### config.mk
export PLATFORM = sky130hd
export DESIGN_NAME = present_ctr_ctrl
export DESIGN_NICKNAME = d
export VERILOG_FILES = /design/src/rtl/present_pkg.sv /design/src/rtl/present_ctr_inc.sv /design/src/rtl/present_ctr_ctrl.sv
export SDC_FILE = /design/constraint.sdc
export NUM_CORES = 1
export LEC_CHECK = 0
export BUFFER_PORTS_ARGS = -buffer_cell sky130_fd_sc_hd__clkbuf_2
export CORE_AREA = 2 2 190 192
export CTS_CLUSTER_SIZE = 25
export DETAILED_ROUTE_END_ITERATION = 10
export DIE_AREA = 0 0 192 194
export GPL_TIMING_DRIVEN = 0
export PLACE_DENSITY = 0.57
export REMOVE_ABC_BUFFERS = 1
export SETUP_SLACK_MARGIN = 0.02
export SYNTH_ARGS = -nofsm -noshare
export SYNTH_HDL_FRONTEND = slang
export SYNTH_SLANG_ARGS = --single-unit
### constraint.sdc
create_clock -name CLK -period 4.7 [get_ports CLK]
set_input_delay 0.94 -clock CLK [delete_from_list [all_inputs] [get_ports CLK]]
set_output_delay 0.94 -clock CLK [all_outputs]
set_load 0.03 [all_outputs]
### src/rtl/present_pkg.sv
// Shared types and sizes for the PRESENT-80 counter-mode controller.
package present_pkg;

    localparam int KEY_W       = 80;
    localparam int BLK_W       = 64;
    localparam int TIMEOUT_DEF = 64;

    typedef enum logic [2:0] {
        IDLE,
        CRST,
        LAUNCH,
        WAIT,
        OUT
    } ctr_state_t;

endpackage

### src/rtl/present_ctr_inc.sv
// Increments the low CTR_BITS of a counter block; carry marks a wrap.
module present_ctr_inc
    import present_pkg::*;
#(
    parameter int CTR_BITS = 32
) (
    input  logic [BLK_W-1:0] ctr,
    output logic [BLK_W-1:0] ctr_nxt,
    output logic             carry
);

    logic [CTR_BITS:0] sum;

    assign sum   = {1'b0, ctr[CTR_BITS-1:0]} + {{CTR_BITS{1'b0}}, 1'b1};
    assign carry = sum[CTR_BITS];

    generate
        if (CTR_BITS < BLK_W) begin : g_part
            // upper bits are the fixed nonce
            assign ctr_nxt = {ctr[BLK_W-1:CTR_BITS], sum[CTR_BITS-1:0]};
        end else begin : g_full
            assign ctr_nxt = sum[BLK_W-1:0];
        end
    endgenerate

endmodule

### src/rtl/present_ctr_ctrl.sv
// Counter-mode controller around a PRESENT-80 core: one core reset,
// start and wait per block, keystream XORed with the buffered word.
module present_ctr_ctrl
    import present_pkg::*;
#(
    parameter int CTR_BITS = 32,
    parameter int TIMEOUT  = TIMEOUT_DEF
) (
    input  logic             CLK,
    input  logic             RST,
    input  logic             load,
    input  logic [KEY_W-1:0] key_in,
    input  logic [BLK_W-1:0] iv_in,
    input  logic             s_valid,
    output logic             s_ready,
    input  logic [BLK_W-1:0] s_data,
    input  logic             s_last,
    output logic             m_valid,
    input  logic             m_ready,
    output logic [BLK_W-1:0] m_data,
    output logic             m_last,
    output logic             core_rst,
    output logic             core_start,
    output logic [BLK_W-1:0] core_din,
    output logic [KEY_W-1:0] core_key,
    input  logic [BLK_W-1:0] core_dout,
    input  logic             core_done,
    output logic             busy,
    output logic             wrap,
    output logic             err
);

    localparam int TW = $clog2(TIMEOUT + 1) + 1;

    ctr_state_t       state;
    ctr_state_t       state_nxt;
    logic             keyed;
    logic [BLK_W-1:0] ctr;
    logic [BLK_W-1:0] ctr_inc;
    logic             ctr_carry;
    logic [KEY_W-1:0] key_reg;
    logic [BLK_W-1:0] pt;
    logic             last;
    logic [TW-1:0]    tcnt;
    logic             accept;
    logic             tmo;

    present_ctr_inc #(
        .CTR_BITS(CTR_BITS)
    ) u_inc (
        .ctr    (ctr),
        .ctr_nxt(ctr_inc),
        .carry  (ctr_carry)
    );

    assign tmo      = (tcnt == TW'(TIMEOUT));
    assign core_din = ctr;
    assign core_key = key_reg;
    assign busy     = (state != IDLE);

    always_ff @(posedge CLK) begin
        if (RST) state <= IDLE;
        else     state <= state_nxt;
    end

    always_comb begin
        state_nxt  = state;
        s_ready    = 1'b0;
        accept     = 1'b0;
        core_rst   = 1'b0;
        core_start = 1'b0;
        unique case (state)
            IDLE: begin
                core_rst = 1'b1;
                s_ready  = keyed && !load;
                accept   = s_valid && keyed && !load;
                if (accept) state_nxt = CRST;
            end
            CRST: begin
                core_rst  = 1'b1;
                state_nxt = LAUNCH;
            end
            LAUNCH: begin
                core_start = 1'b1;
                state_nxt  = WAIT;
            end
            WAIT: begin
                if (core_done) state_nxt = OUT;
                else if (tmo)  state_nxt = CRST;
            end
            OUT: begin
                if (m_ready) state_nxt = IDLE;
            end
            default: state_nxt = IDLE;
        endcase
    end

    always_ff @(posedge CLK) begin
        if (RST) begin
            keyed   <= 1'b0;
            ctr     <= '0;
            key_reg <= '0;
            pt      <= '0;
            last    <= 1'b0;
            tcnt    <= '0;
            m_valid <= 1'b0;
            m_data  <= '0;
            m_last  <= 1'b0;
            wrap    <= 1'b0;
            err     <= 1'b0;
        end else begin
            case (state)
                IDLE: begin
                    if (load) begin
                        key_reg <= key_in;
                        ctr     <= iv_in;
                        keyed   <= 1'b1;
                        wrap    <= 1'b0;
                        err     <= 1'b0;
                    end
                    if (accept) begin
                        pt   <= s_data;
                        last <= s_last;
                    end
                end
                LAUNCH: tcnt <= '0;
                WAIT: begin
                    tcnt <= tcnt + TW'(1);
                    if (core_done) begin
                        m_data  <= pt ^ core_dout;
                        m_last  <= last;
                        m_valid <= 1'b1;
                        ctr     <= ctr_inc;
                        if (ctr_carry) wrap <= 1'b1;
                    end else if (tmo) begin
                        // drop the block; same pt and ctr are retried
                        err <= 1'b1;
                    end
                end
                OUT: begin
                    if (m_ready) m_valid <= 1'b0;
                end
                default: ;
            endcase
        end
    end

endmodule

After elaboration in Yosys (flattened, before gate mapping)
Index checks and enable logic that the tools add are counted.

storage, ports and cells
  bits in registers = 289
  output and inout port bits = 216

cells by class
  add/subtract/negate cells = 2
  eq/ne operators = 13
  multiplexer cells = 23
  bitwise gates (word level) = 2
  reduce and logical (&&, ||, !) cells = 19

operators by type and width
  operator                 count
  $pmux W64 S2             1
  $mux W64                 1
  $xor A64 B64 Y64         1
  $add A32 B1 Y33 const B  1
  $mux W32                 1
  $pmux W8 S2              1
  $pmux W3 S5              1
  $mux W3                  4
  $ne A2 B2 Y1 const B     6
  $reduce_and A3 Y1        4
  $mux W1                  11
  $add A8 B1 Y8 const B    1
  $eq A8 B7 Y1 const B     1
  $reduce_and A4 Y1        2
  $eq A3 B2 Y1 const B     2
  $pmux W1 S2              3
  $reduce_and A2 Y1        3
  $reduce_bool A2 Y1       3
  $eq A3 B1 Y1 const B     1
  $eq A3 B3 Y1 const B     1
  $logic_and A1 B1 Y1      3
  $logic_not A3 Y1         1
  $ne A3 B3 Y1 const B     1
  $reduce_bool A3 Y1       1
  other kinds (4)          4

Depth between registers and ports, before layout
Gate-level depths: netlist (run 1).

  word-level depth = 4
  gate-level depth with buffers = 8

Cells and area by module
Synthesis (run 1) repeated with hierarchy kept, for this count alone.

unflattened totals
  cells, all modules = 1504
  area total of the unflattened synthesis = 12375.6 µm²

modules (own cells, without submodules)
  module            times used  cells each  area each (µm²)  sequential area each (µm²)
  present_ctr_ctrl  1           1380        11487.3          5785.5
  present_ctr_inc   1           124         888.4            0.0

Least setup slack after synthesis (run 1)
No wires, ideal clock.

  path type = register -> output
  start = register state[0]
  end = output port s_ready
  data arrival time = 1.812 ns
  data required time = 3.760 ns
  slack = 1.948 ns
  cell stages (with the launch flop) = 5
  buffers on the path = 2
  cell sequence = dfxtp_1 buf_6 or3_1 clkbuf_1 nor3b_1

on the way
  word-level cells in the longest chain between the ends = 2

ends and longest elaborated chain
  item                      line                    source
  start: declaration        present_ctr_ctrl.sv:35  ctr_state_t state;
  start signal: assignment  present_ctr_ctrl.sv:63  else state <= state_nxt;
  $logic_not A3 Y1          present_ctr_ctrl.sv:72  unique case (state)
  $mux W1                   present_ctr_ctrl.sv:72
  end: declaration          present_ctr_ctrl.sv:15  output logic s_ready,

Every way passes these cells.

Worst setup path after layout (run 1)
  start = register state[0]
  end = register ctr[24], in the netlist core_din[24]

on the way
  word-level cells in the longest chain between the ends = 3
  elaborated cells between the ends (all ways) = 7
  those cells by class = 3 x eq/ne; 1 x mux; 3 x reduce/logical

ends and longest elaborated chain
  item                                                                 line                     source
  $eq A3 B2 Y1 / $logic_not A3 Y1 (equally long branches)              present_ctr_ctrl.sv:112  case (state)
  $ne A2 B2 Y1 (no line) / $reduce_bool A2 Y1 (equally long branches)  -
  $reduce_and A3 Y1 (no line)                                          -
  end signal: assignment                                               present_ctr_ctrl.sv:116  ctr <= iv_in;
  end signal: assignment                                               present_ctr_ctrl.sv:133  ctr <= ctr_inc;
  end: declaration                                                     present_ctr_ctrl.sv:38   logic [BLK_W-1:0] ctr;

Several ways; a longest one is shown, not always the timed one. The select of a mux whose other input is x is not followed.
A chain may end at the register's enable or synchronous reset.

==> results.py, run 1 <==
metrics = {
    "worst_setup_path": {
        "r2r_slack_ns": 1.49,
        "r2r_cells": 5,
        "cp_max_fo": 75,
        "end_kind": "flip-flop",
        "critPathRequiredTime_ns": 5.12,
        "startpoint_type": "flip-flop",
        "r2r-start": "state[0]$_SDFFE_PP0P_",
        "worstReg2RegEnd": "core_din[24]$_SDFFE_PP0P_",
        "cp.arrival_ns": 3.63,
        "crit_type": "flip-flop to flip-flop",
    },
    "sta": {
        "period_needed_ns": 3.213,
        "min_period_over_period_pct": 68.37,
        "hold_viol": 0,
        "slew_headroom_pct": 37.37,
        "rsz0062_at_grt": "no",
        "worstMarginPinSlew_ns": 0.9395,
        "holdWs_ns": 0.4509,
        "maxSlewViolCount": 0,
        "setup_violations": 0,
        "skew_ns": 0.01237,
        "fin_ws_ns": 1.487,
        "fmax_mhz": 311.2,
    },
    "clock_tree": {
        "cts_tree": "built",
        "clk_latency_ns": 0.52,
        "clkSinkCount": 289,
        "clk_pin_slew_worst_paths_ns": 0.06,
        "cts_setup_buffers": 0,
        "cts_resized": 0,
        "cts-root-buf": "clkbuf_16",
        "clk_path_buf_depth": 3,
        "cts_max_level": 2,
        "ctsHoldBuffers": 0,
        "numCtsBuffers": 34,
    },
    "layout": {
        "drive_above_1_share_pct": 30.25,
        "nFillCells": 3590,
        "final_cell_mix": "clkbuf_2, nand2_1, dfxtp_1, a21oi_1, nor2_1",
        "final_common_cell": "clkbuf_2",
        "stdcell_area_um2": 15710,
        "post-route-util_pct": 44.59,
        "nNetsFinal": 2164,
        "syn_to_final_growth_pct": 34.67,
    },
    "floorplan": {
        "die-area_um2": 37250,
        "die_w_um": 192,
        "rows": 69,
        "io_pins": 495,
        "core_um2": 35220,
        "die-height_um": 194,
        "initial_core_util_pct": 33.11,
    },
    "drt": {
        "post-route-drc-count": 0,
        "drtAntennaViolNets": 0,
        "drt_iter0_drc": 498,
        "dr.pass1.iters": 5,
        "routed_wl_mm": 38.87,
        "num_vias": 11590,
        "via_per_inst": 4.899,
        "wl_per_cell_um": 16.43,
    },
    "grt": {
        "grt_max_degree": 121,
        "grt_pass1_wl_mm": 58.72,
        "antenna_found_initial": 2,
        "grt_pass1_vias": 10810,
        "overflow": 0,
        "grt_usage_pct": 19.65,
    },
    "logic_synthesis": {
        "synth-main-ff-cell": "dfxtp_1",
        "synthArstFlopShare_pct": 0,
        "synth_edf_count": 0,
        "ys_types": 61,
        "yosys_warnings": 0,
        "yosysSeqAreaShare_pct": 49.60,
        "synthCells": 1446,
        "synth_seq_cells": 289,
        "netlist_area_um2": 11660,
        "avgSynthCellArea_um2": 8.066,
    },
    "place": {
        "port-buffer-count": 494,
        "hpwl_mm": 28.11,
        "gp_congestion": 0.8118,
        "dpl_cell_area_um2": 14600,
        "pre_cts_ws_ns": 1.201,
    },
    "power_and_ir_drop": {
        "p_leak_uw": 0.006623,
        "power_density_nw_per_um2": 380.9,
        "finalPower_uw": 5984,
        "ir_drop_mv": 0.3095,
    },
    "hold_path": {
        "worstHoldStart": "core_key[6]$_SDFFE_PP0P_",
        "min_to": "core_key[6]$_SDFFE_PP0P_",
        "hold_class": "flip-flop to flip-flop",
        "hold_depth": 2,
    },
    "job": {
        "drv_cap": 0,
    },
    "outcome": {
        "outcome": "finished, final reports clean",
    },
}
-- routing by layer --
metal  GRT usage (%)  wire (um)  vias up
met2           33.40      18300      423
li1                -          -     5813
met1           22.58      15550     5293
met5               0         11        -
met4           5.966        878        2
met3           7.783       4129       61
-- report_power, final --
part | internal (uW) | switching (uW)
Sequential | 2550 | 78.8
Combinational | 270 | 454
Clock | 1580 | 1050
Total | 4400 | 1580
-- synth_stat cells, drive strengths merged (7+ instances only) --
cell	n	area share, %
nand2	365	12
dfxtp	289	50
a21oi	205	8.8
nor2	118	3.8
clkbuf	97	3.1
a211oi	66	4.3
xnor2	66	5.0
nand3	48	2.1
nand4	22	1.2
o21ai	22	0.94
nor3	15	0.64
buf	14	0.61
and3	12	0.64
mux2i	8	0.69
a32o	7	0.60
-- worst max-delay path: stages (launching register included) --
cell,delay (ns)
dfxtp_1,0.72
and4b_4,0.97
nor2_2,0.35
buf_16,0.26
or4b_1,0.57
o311ai_1,0.24
-- cell type report --
type	instances	area [um2]	area share [%]
sequential	289	5786	36.83
multi-input combinational	1041	5444	34.66
timing repair buffer	511	2778	17.68
clock buffer	49	998.5	6.357
tap	461	576.8	3.672
clock inverter	9	103.9	0.6611
inverter	5	18.77	0.1195
antenna	1	2.502	0.01593
-- kinds of logic after synthesis --
kind of cell / Yosys count / synth area share, %
and+or+nand+nor: 613 / 22.43
adders and majority gates: 3 / 0.3219
muxes: 10 / 0.8797
buffers and inverters: 116 / 3.894
AOI/OAI and AO/OA: 348 / 17.84
xor gates and xnor gates: 67 / 5.031
DFF: 289 / 49.60
-- registers in the layout (all words and copies together), names as in the netlist --
signal / flops
core_din: 64
core_key: 80
err: 1
keyed: 1
last: 1
m_data: 64
m_last: 1
m_valid: 1
pt: 64
state: 3
tcnt: 8
wrap: 1
-- stage by stage --
| step | TNS, ns | instances |
|---|---|---|
| after global routing | 0 | 2365 |
| after CTS | 0 | 2365 |
| after global placement | -461.51 | 2290 |
| after floorplan | -22.16 | 1335 |
| after detailed placement | 0 | 2307 |
| final | 0 | 2366 |
-- worst max-delay path by stage --
stage / slack (ns) / startpoint / cells past startpoint / end
2_1_floorplan: -1.39 / load / 5 / core_din[24]$_SDFFE_PP0P_
3_3_place_gp: -5.27 / load / 6 / core_din[24]$_SDFFE_PP0P_
3_5_place_dp: 1.20 / core_done / 6 / core_din[24]$_SDFFE_PP0P_
4_1_cts: 1.42 / state[0]$_SDFFE_PP0P_ / 5 / core_din[24]$_SDFFE_PP0P_
5_1_grt: 1.17 / state[0]$_SDFFE_PP0P_ / 5 / core_din[24]$_SDFFE_PP0P_
6_report: 1.49 / state[0]$_SDFFE_PP0P_ / 5 / core_din[24]$_SDFFE_PP0P_
(Power assumes the default switching activity.)
==> run 2: changes to the inputs <==
==> constraint.sdc (replaced) <==
create_clock -name CLK -period 3.32 [get_ports CLK]
set_input_delay 0.664 -clock CLK [delete_from_list [all_inputs] [get_ports CLK]]
set_output_delay 0.664 -clock CLK [all_outputs]
set_load 0.03 [all_outputs]
==> results.py, run 2 (synthesized netlist as in run 1, its figures left out) <==
metrics = {
    "floorplan": {
        "die-area_um2": 37250,
        "initial_core_util_pct": 33.11,
        "die_w_um": 192,
        "io_pins": 495,
        "core_um2": 35220,
        "rows": 69,
        "die-height_um": 194,
    },
    "job": {
        "drv_cap": 0,
    },
    "drt": {
        "num_vias": 11650,
        "drtAntennaViolNets": 0,
        "routed_wl_mm": 39.51,
        "wl_per_cell_um": 16.69,
        "post-route-drc-count": 0,
        "dr.pass1.iters": 5,
        "via_per_inst": 4.921,
        "drt_iter0_drc": 515,
    },
    "clock_tree": {
        "numCtsBuffers": 34,
        "cts_tree": "built",
        "clk_path_buf_depth": 3,
        "cts_setup_buffers": 0,
        "cts_resized": 0,
        "clk_pin_slew_worst_paths_ns": 0.06,
        "cts_max_level": 2,
        "clk_latency_ns": 0.52,
        "clkSinkCount": 289,
        "cts-root-buf": "clkbuf_16",
        "ctsHoldBuffers": 0,
    },
    "worst_setup_path": {
        "crit_type": "flip-flop to flip-flop",
        "r2r_slack_ns": 0.30,
        "critPathRequiredTime_ns": 3.74,
        "end_kind": "flip-flop",
        "cp.arrival_ns": 3.44,
        "cp_max_fo": 38,
        "startpoint_type": "flip-flop",
    },
    "sta": {
        "maxSlewViolCount": 0,
        "slew_headroom_pct": 41.43,
        "fmax_mhz": 331.4,
        "worstMarginPinSlew_ns": 0.8786,
        "rsz0062_at_grt": "no",
        "hold_viol": 0,
        "min_period_over_period_pct": 90.90,
        "fin_ws_ns": 0.3021,
        "setup_tns_ns": 0,
        "period_needed_ns": 3.018,
        "skew_ns": 0.01176,
        "setup_violations": 0,
    },
    "grt": {
        "antenna_found_initial": 2,
        "grt_pass1_vias": 10810,
        "overflow": 0,
        "grt_max_degree": 121,
        "grt_pass1_wl_mm": 58.72,
        "grt_usage_pct": 19.65,
    },
    "power_and_ir_drop": {
        "pwr-share-comb_pct": 12.1,
        "power_density_nw_per_um2": 539.0,
        "p_switching_uw": 2239,
        "seqPwrFrac_pct": 43.9,
        "ir_drop_mv": 0.4391,
        "intPower_uw": 6234,
        "pwr-share-clk_pct": 44.0,
        "switching_share_pct": 26.42,
        "p_leak_uw": 0.006628,
    },
    "layout": {
        "post-route-util_pct": 44.63,
        "stdcell_area_um2": 15720,
        "drive_above_1_share_pct": 30.29,
        "final_cell_mix": "clkbuf_2, nand2_1, dfxtp_1, a21oi_1, nor2_1",
        "final_common_cell": "clkbuf_2",
        "fin_cells": 2367,
        "syn_to_final_growth_pct": 34.77,
        "nNetsFinal": 2165,
        "largest_reg_flops": 80,
    },
    "place": {
        "dpl_cell_area_um2": 14600,
        "pre_cts_ws_ns": 0.04770,
        "hpwl_mm": 28.11,
        "port-buffer-count": 494,
        "gp_congestion": 0.8118,
        "placed_cells": 2307,
    },
    "outcome": {
        "outcome": "finished, final reports clean",
    },
    "hold_path": {
        "hold_class": "input port to flip-flop",
    },
}
## run 2: area by class of cell
class / count / area (um2)
multi-input cells: 1042 / 5455
inverters: 5 / 18.77
clock buffers: 49 / 998.5
repair buffers: 511 / 2778
well taps: 461 / 576.8
diodes: 1 / 2.502
fillers: 3589 / 19510
clock inverters: 9 / 103.9
flip-flops and latches: 289 / 5786
## run 2: routing by layer
layer / vias to the layer above / share of wire [%] / track usage, %
met4: 2 / 2.3 / 5.966
met1: 5355 / 40 / 22.58
met3: 64 / 10 / 7.783
li1: 5810 / - / -
met2: 416 / 47 / 33.40
met5: - / 0.028 / 0
## run 2: critical path, stage by stage (launching register included)
cell      delay (ns)
dfxtp_1         0.78
and4b_4         0.79
nor2_2          0.30
buf_16          0.24
or4b_1          0.56
o311ai_1        0.24
## run 2: power by group through the flow
| stage | Clock, uW | Combinational, uW | Sequential [uW] |
|---|---|---|---|
| finish | 3730 | 1030 | 3720 |
| global route | 3970 | 1120 | 3740 |
| CTS | 3840 | 1040 | 3720 |
| detailed placement | 0 | 1030 | 3800 |
| global placement | 0 | 1010 | 3790 |
| floorplan | 0 | 329 | 4000 |
## run 2: final timing paths
check                                  from                   endpoint  depth (start not counted)
hold / removal                   s_data[60]        pt[60]$_SDFFE_PP0P_                          3
hold reg to reg   core_din[62]$_SDFFE_PP0P_  core_din[62]$_SDFFE_PP0P_                          2
setup reg to reg      state[0]$_SDFFE_PP0P_  core_din[24]$_SDFFE_PP0P_                          5
setup / recovery      state[0]$_SDFFE_PP0P_  core_din[24]$_SDFFE_PP0P_                          5
## run 2: metrics by stage
| stage | total power, uW | hold WS [ns] |
|---|---|---|
| final | 8473 | 0.3635 |
| after global routing | 8822 | 0.3525 |
| after CTS | 8593 | 0.3359 |
| after detailed placement | 4830 | 0.4440 |
| after global placement | 4805 | 0.4371 |
| after floorplan | 4330 | 0.4260 |
